--- config.mk ---
export PLATFORM = sky130hd
export DESIGN_NAME = rf_cycle_scheduler
export DESIGN_NICKNAME = d
export VERILOG_FILES = /design/src/rtl/rf_cycle_scheduler.sv
export SDC_FILE = /design/constraint.sdc
export NUM_CORES = 1
export LEC_CHECK = 0
export CORE_MARGIN = 1.5
export CORE_UTILIZATION = 44
export CTS_CLUSTER_SIZE = 30
export DETAILED_ROUTE_END_ITERATION = 8
export PLACE_DENSITY_LB_ADDON = 0.3
export SLEW_MARGIN = 20
export SYNTH_ARGS = -nofsm -noshare
export SYNTH_HDL_FRONTEND = slang
export SYNTH_SLANG_ARGS = --single-unit
--- constraint.sdc ---
create_clock -name i_Clk -period 6.7 [get_ports i_Clk]
set_input_delay 1.34 -clock i_Clk [delete_from_list [all_inputs] [get_ports i_Clk]]
set_output_delay 1.34 -clock i_Clk [all_outputs]
set_load 0.005 [all_outputs]
--- src/rtl/rf_cycle_scheduler.sv ---
// RF measurement cycle scheduler: DAC bring-up, break-before-make TX/RX path
// sequencing, transmit pulse generation and echo wait for initiator/responder modes.
module rf_cycle_scheduler #(
  parameter int unsigned GUARD_CYCLES   = 2,
  parameter int unsigned SETTLE_CYCLES  = 10,
  parameter int unsigned PULSE_CYCLES   = 4,
  parameter int unsigned TIMEOUT_CYCLES = 5000
) (
  input  logic i_Clk,
  input  logic i_Rst_L,
  input  logic i_Start,
  input  logic i_Mode,
  input  logic i_RxData,
  input  logic i_DacReady,
  output logic o_DacStart,
  output logic o_TxPulse,
  output logic o_AntennaTransmitter,
  output logic o_EnableAmplifier,
  output logic o_AntennaReceiver,
  output logic o_EnableReceiverPower,
  output logic o_EnableLowNoiseAmplifier,
  output logic o_Done,
  output logic o_Timeout,
  output logic o_Busy
);

  localparam int unsigned CW = 16;

  // Last counter value of each timed state; a state with N cycles exits at N-1.
  localparam logic [CW-1:0] GUARD_LAST   = CW'(GUARD_CYCLES - 1);
  localparam logic [CW-1:0] SETTLE_LAST  = CW'(SETTLE_CYCLES - 1);
  localparam logic [CW-1:0] PULSE_LAST   = CW'(PULSE_CYCLES - 1);
  localparam logic [CW-1:0] TIMEOUT_LAST = CW'(TIMEOUT_CYCLES - 1);
  localparam logic [CW-1:0] CNT_MAX      = {CW{1'b1}};

  typedef enum logic [3:0] {
    S_DAC_START,
    S_DAC_WAIT,
    S_IDLE,
    S_ARMED,
    S_GUARD_TX,
    S_TX_SETTLE,
    S_TX_PULSE,
    S_GUARD_RX,
    S_RX_WAIT,
    S_FINISH
  } state_e;

  state_e        state_q, state_d;
  logic [CW-1:0] cnt_q, cnt_d;
  logic          mode_q, mode_d;

  logic [1:0]    start_sync_q;
  logic          start_prev_q;
  logic [1:0]    rx_sync_q;
  logic          rx_prev_q;

  logic          start_rise_c;
  logic          rx_rise_c;
  logic          rx_fall_c;

  logic          dac_start_q, dac_start_d;
  logic          tx_pulse_q,  tx_pulse_d;
  logic          tx_en_q,     tx_en_d;
  logic          rx_en_q,     rx_en_d;
  logic          done_q,      done_d;
  logic          timeout_q,   timeout_d;
  logic          busy_q,      busy_d;

  // Two-stage synchronisers plus a delay stage for edge detection.
  always_ff @(posedge i_Clk or negedge i_Rst_L) begin
    if (!i_Rst_L) begin
      start_sync_q <= '0;
      start_prev_q <= 1'b0;
      rx_sync_q    <= '0;
      rx_prev_q    <= 1'b0;
    end else begin
      start_sync_q <= {start_sync_q[0], i_Start};
      start_prev_q <= start_sync_q[1];
      rx_sync_q    <= {rx_sync_q[0], i_RxData};
      rx_prev_q    <= rx_sync_q[1];
    end
  end

  assign start_rise_c = start_sync_q[1] & ~start_prev_q;
  assign rx_rise_c    = rx_sync_q[1] & ~rx_prev_q;
  assign rx_fall_c    = ~rx_sync_q[1] & rx_prev_q;

  always_ff @(posedge i_Clk or negedge i_Rst_L) begin
    if (!i_Rst_L) begin
      state_q <= S_DAC_START;
      cnt_q   <= '0;
      mode_q  <= 1'b0;
    end else begin
      state_q <= state_d;
      cnt_q   <= cnt_d;
      mode_q  <= mode_d;
    end
  end

  // Edges seen in states that do not consume them are simply dropped.
  always_comb begin
    state_d   = state_q;
    mode_d    = mode_q;
    timeout_d = 1'b0;
    unique case (state_q)
      S_DAC_START: state_d = S_DAC_WAIT;
      S_DAC_WAIT: begin
        if (i_DacReady) state_d = S_IDLE;
      end
      S_IDLE: begin
        if (i_Mode && start_rise_c) begin
          state_d = S_GUARD_TX;
          mode_d  = 1'b1;
        end else if (!i_Mode && rx_rise_c) begin
          state_d = S_ARMED;
          mode_d  = 1'b0;
        end
      end
      S_ARMED: begin
        if (rx_fall_c) begin
          state_d = S_GUARD_TX;
        end else if (cnt_q >= TIMEOUT_LAST) begin
          state_d   = S_IDLE;
          timeout_d = 1'b1;
        end
      end
      S_GUARD_TX: begin
        if (cnt_q >= GUARD_LAST) state_d = S_TX_SETTLE;
      end
      S_TX_SETTLE: begin
        if (cnt_q >= SETTLE_LAST) state_d = S_TX_PULSE;
      end
      S_TX_PULSE: begin
        if (cnt_q >= PULSE_LAST) state_d = S_GUARD_RX;
      end
      S_GUARD_RX: begin
        if (cnt_q >= GUARD_LAST) state_d = mode_q ? S_RX_WAIT : S_FINISH;
      end
      S_RX_WAIT: begin
        // A coincident echo edge takes priority over the timeout.
        if (rx_rise_c) begin
          state_d = S_FINISH;
        end else if (cnt_q >= TIMEOUT_LAST) begin
          state_d   = S_IDLE;
          timeout_d = 1'b1;
        end
      end
      S_FINISH: state_d = S_IDLE;
      default:  state_d = S_DAC_START;
    endcase
  end

  // Per-state counter: restarts on every state change and saturates.
  always_comb begin
    cnt_d = cnt_q;
    if (state_d != state_q) begin
      cnt_d = '0;
    end else if (cnt_q != CNT_MAX) begin
      cnt_d = cnt_q + CW'(1);
    end
  end

  // Output decode from the next state so the registered outputs track state_q.
  always_comb begin
    dac_start_d = (state_q == S_DAC_START);
    tx_en_d     = (state_d == S_TX_SETTLE) || (state_d == S_TX_PULSE);
    rx_en_d     = (state_d == S_IDLE) || (state_d == S_ARMED) ||
                  (state_d == S_RX_WAIT) || (state_d == S_FINISH);
    tx_pulse_d  = (state_d == S_TX_PULSE);
    done_d      = (state_d == S_FINISH);
    busy_d      = (state_d != S_IDLE);
  end

  always_ff @(posedge i_Clk or negedge i_Rst_L) begin
    if (!i_Rst_L) begin
      dac_start_q <= 1'b0;
      tx_pulse_q  <= 1'b0;
      tx_en_q     <= 1'b0;
      rx_en_q     <= 1'b0;
      done_q      <= 1'b0;
      timeout_q   <= 1'b0;
      busy_q      <= 1'b0;
    end else begin
      dac_start_q <= dac_start_d;
      tx_pulse_q  <= tx_pulse_d;
      tx_en_q     <= tx_en_d;
      rx_en_q     <= rx_en_d;
      done_q      <= done_d;
      timeout_q   <= timeout_d;
      busy_q      <= busy_d;
    end
  end

  assign o_DacStart                = dac_start_q;
  assign o_TxPulse                 = tx_pulse_q;
  assign o_AntennaTransmitter      = tx_en_q;
  assign o_EnableAmplifier         = tx_en_q;
  assign o_AntennaReceiver         = rx_en_q;
  assign o_EnableReceiverPower     = rx_en_q;
  assign o_EnableLowNoiseAmplifier = rx_en_q;
  assign o_Done                    = done_q;
  assign o_Timeout                 = timeout_q;
  assign o_Busy                    = busy_q;

endmodule

==> results.sh <==
export IMPL_status="complete, no violations"
export IMPL_ant_nets=0
export IMPL_cts_root_buf="sky130_fd_sc_hd__clkbuf_8"
export IMPL_worst_slew_pin_slew_ns=1.07
export IMPL_max_slew_margin_pct=28.3
export IMPL_place_hpwl_mm=2.68
export IMPL_rrSetupSlack_ns=3.56
export IMPL_pin_count=16
export IMPL_viasPerCell=5.89
export IMPL_die_w_um=69.8
export IMPL_clk_path_buf_depth=2
export IMPL_cts_htree_levels=2
export IMPL_post_route_drc_count=0
export IMPL_cp_data_required_time_ns=6.81
export IMPL_gr_usage_all_layers_pct=17.0
export IMPL_min_path_type="flip-flop to flip-flop"
export IMPL_post_synth_instance_area_um2=1960
export IMPL_synth_nets=197
export IMPL_yosys_top_cells_count="34 x sky130_fd_sc_hd__dfrtp_1, 12 x sky130_fd_sc_hd__nor3_2, 10 x sky130_fd_sc_hd__xor2_1, 9 x sky130_fd_sc_hd__nor3_1, 8 x sky130_fd_sc_hd__nand2_1"
export IMPL_synth_async_reset_ratio_pct=100
export IMPL_cts_hold_buf=0
export IMPL_postCtsResizedCells=0
export IMPL_post_place_cells=243
export IMPL_vdd_drop_max_v=0.000221
export IMPL_worst_ep_arrival_time_ns=3.66
export IMPL_rsz0062_at_grt="false"
export IMPL_area_growth_pct=12.8
export IMPL_clock_fmax_mhz=281
export IMPL_initialDrtViolationCount=73
export IMPL_syn_instance_count=187
export IMPL_route_vias_total=1479
export IMPL_cts_tree="yes"
export IMPL_rows=24
export IMPL_wire_length_of_the_first_global_routing_pass_mm=6.48
export IMPL_timing_critical_path_fanout_max=16
export IMPL_finalHoldViolations=0
export IMPL_number_of_setup_violations_in_the_final_report=0
export IMPL_place_gp_congestion=0.836
export IMPL_setup_tns_ns=0
export IMPL_clock_insertion_delay_worst_skew_ns=0.29
export IMPL_synth_seq_area_share_pct=43.3
export IMPL_first_global_vias=1436
export IMPL_yosys_register_bits=34
export IMPL_criticalPathCategory="primary input to flip-flop"
export IMPL_setup_worst_path_start_class="primary input"
export IMPL_synth_lib_cells_used_distinct=50
export IMPL_groute_layer_met2_usage_pct=27.5
export IMPL_n_antenna_cell=0
export IMPL_synth_top_cell_area_share_pct=43.3
export IMPL_power_density_nw_per_um2=376
export IMPL_final_min_period_over_clock_period_pct=53.0
export IMPL_grt_most_used_layer="met2"
export IMPL_fin_skew_ns=0.00858
export IMPL_synth_largest_area_cell="sky130_fd_sc_hd__dfrtp_1"
export IMPL_core_um2=4320
export IMPL_clk_pin_slew_worst_paths_ns=0.06
export IMPL_worst_setup_path_end_kind="flip-flop"
export IMPL_fp_dieArea_um2=4870
export IMPL_report_final_slew_viol_count=0
export IMPL_ys_top_cells_by_area="sky130_fd_sc_hd__dfrtp_1 43%, sky130_fd_sc_hd__nor3_2 6.1%, sky130_fd_sc_hd__xor2_1 4.5%, sky130_fd_sc_hd__ha_1 2.5%, sky130_fd_sc_hd__nor3_1 2.3%"
export IMPL_ratio_of_cells_with_drive_above_1_in_the_final_layout_pct=14.1
export IMPL_grtUsageMet1_pct=21.5
export IMPL_cts_repair_timing_setup_buffer_count=0
export IMPL_grt_met3_usage_pct=4.51
export IMPL_antenna_found_initial=0
export IMPL_most_frequent_cell_after_synthesis="sky130_fd_sc_hd__dfrtp_1"
export IMPL_post_drt_wl_per_cell_um=15.0
export IMPL_ys_dominant_reg_cell="sky130_fd_sc_hd__dfrtp_1"
export IMPL_die_span_y_um=69.8
export IMPL_leakagePower_nw=0.915
export IMPL_initial_core_util_pct=45.4
export IMPL_min_period_ns=3.55
export IMPL_maximum_number_of_pins_on_one_net_before_global_route_repair=35
export IMPL_route_final_wire_length_mm=3.77
export IMPL_edff_count_synth=0
export IMPL_numCtsBuffers=5
export IMPL_yosysWarnings=0
export IMPL_drt_first_pass_iters=4
export IMPL_syn_avg_cell_area_um2=10.5
export IMPL_cap_viol_max_count=0
export IMPL_clock_sink_count=34
export IMPL_finalNetCount=208
export IMPL_port_buffers=15
export IMPL_fin_cells=251
export IMPL_globalRoute_totalOverflow=0
worst max-delay path: stages:
cell	delay, ns
sky130_fd_sc_hd__clkdlybuf4s50_1	0.43
sky130_fd_sc_hd__and3b_1	0.21
sky130_fd_sc_hd__o41a_1	0.31
sky130_fd_sc_hd__o221ai_1	0.27
sky130_fd_sc_hd__nor4_4	0.09
sky130_fd_sc_hd__xnor2_2	0.86
sky130_fd_sc_hd__nor3_1	0.14
path summary, 6_finish.rpt:
check	startpoint	to	cells after the start
min in group asynchronous	i_Rst_L	o_DacStart	2
min	start_sync_q[0]	start_sync_q[1]	0
max in group asynchronous	i_Rst_L	cnt_q[0]	2
min reg2reg	start_sync_q[0]	start_sync_q[1]	0
max	i_Mode	cnt_q[15]	7
max reg2reg	cnt_q[1]	cnt_q[15]	8
logic make-up (layout without fill, tap and decap cells):
logic type / count (synthesis) / count (layout) / synth area share, %
xor gates and xnor gates: 14 / 14 / 6.62
DFF: 34 / 34 / 43.3
AOI/OAI and AO/OA: 26 / 26 / 10.8
muxes: 1 / 1 / 0.510
adders and majority gates: 4 / 4 / 2.55
buffers and inverters: 19 / 31 / 5.29
and+or+nand+nor: 89 / 89 / 31.0
state kept, by name (all words and copies together) (netlist names):
| signal | count |
|---|---|
| cnt_q | 16 |
| mode_q | 1 |
| o_AntennaReceiver | 1 |
| o_AntennaTransmitter | 1 |
| o_Busy | 1 |
| o_DacStart | 1 |
| o_Done | 1 |
| o_Timeout | 1 |
| o_TxPulse | 1 |
| rx_prev_q | 1 |
| rx_sync_q | 2 |
| start_prev_q | 1 |
| start_sync_q | 2 |
| state_q | 4 |
power breakdown:
group / switching (mW) / leakage [nW] / internal [mW]
combinational: 0.226 / 0.418 / 0.137
sequential: 0.0520 / 0.445 / 0.238
clock: 0.0687 / 0.0524 / 0.111
final cells by class:
class | instances | area (µm²)
Sequential cell | 34 | 851
Clock inverter | 1 | 30.0
Tap cell | 52 | 65.1
Multi-Input combinational cell | 134 | 1010
Fill cell | 395 | 2110
Inverter | 7 | 26.3
Clock buffer | 7 | 76.3
Timing Repair Buffer | 16 | 158
metal layers:
layer  share of wire [%]  vias up
met5                   0        -
met3                 3.5        4
met4                 1.3        0
li1                    -      704
met1                  46      739
met2                  49       32
layout by cell type, fill, tap and decap left out, drive strengths merged, types with 7 or more instances in the layout:
cell type,count
clkbuf,7
clkdlybuf4s50,15
dfrtp,34
inv,7
nand2,8
nand3,7
nand4,8
nor2,7
nor3,21
nor4,7
xor2,10
metrics by stage:
stage,util (%),hold slack (ns),cell area (µm²),setup slack (ns),power (mW)
final,51.2,0.349,2220,3.15,0.834
after global routing,51.2,0.362,2220,3.00,0.899
after CTS,51.2,0.351,2220,3.10,0.849
after detailed placement,48.8,0.336,2110,2.80,0.663
after global placement,48.8,0.334,2110,2.94,0.647
after floorplan,-,0.331,1960,3.83,0.595
(Power assumes the default switching activity.)
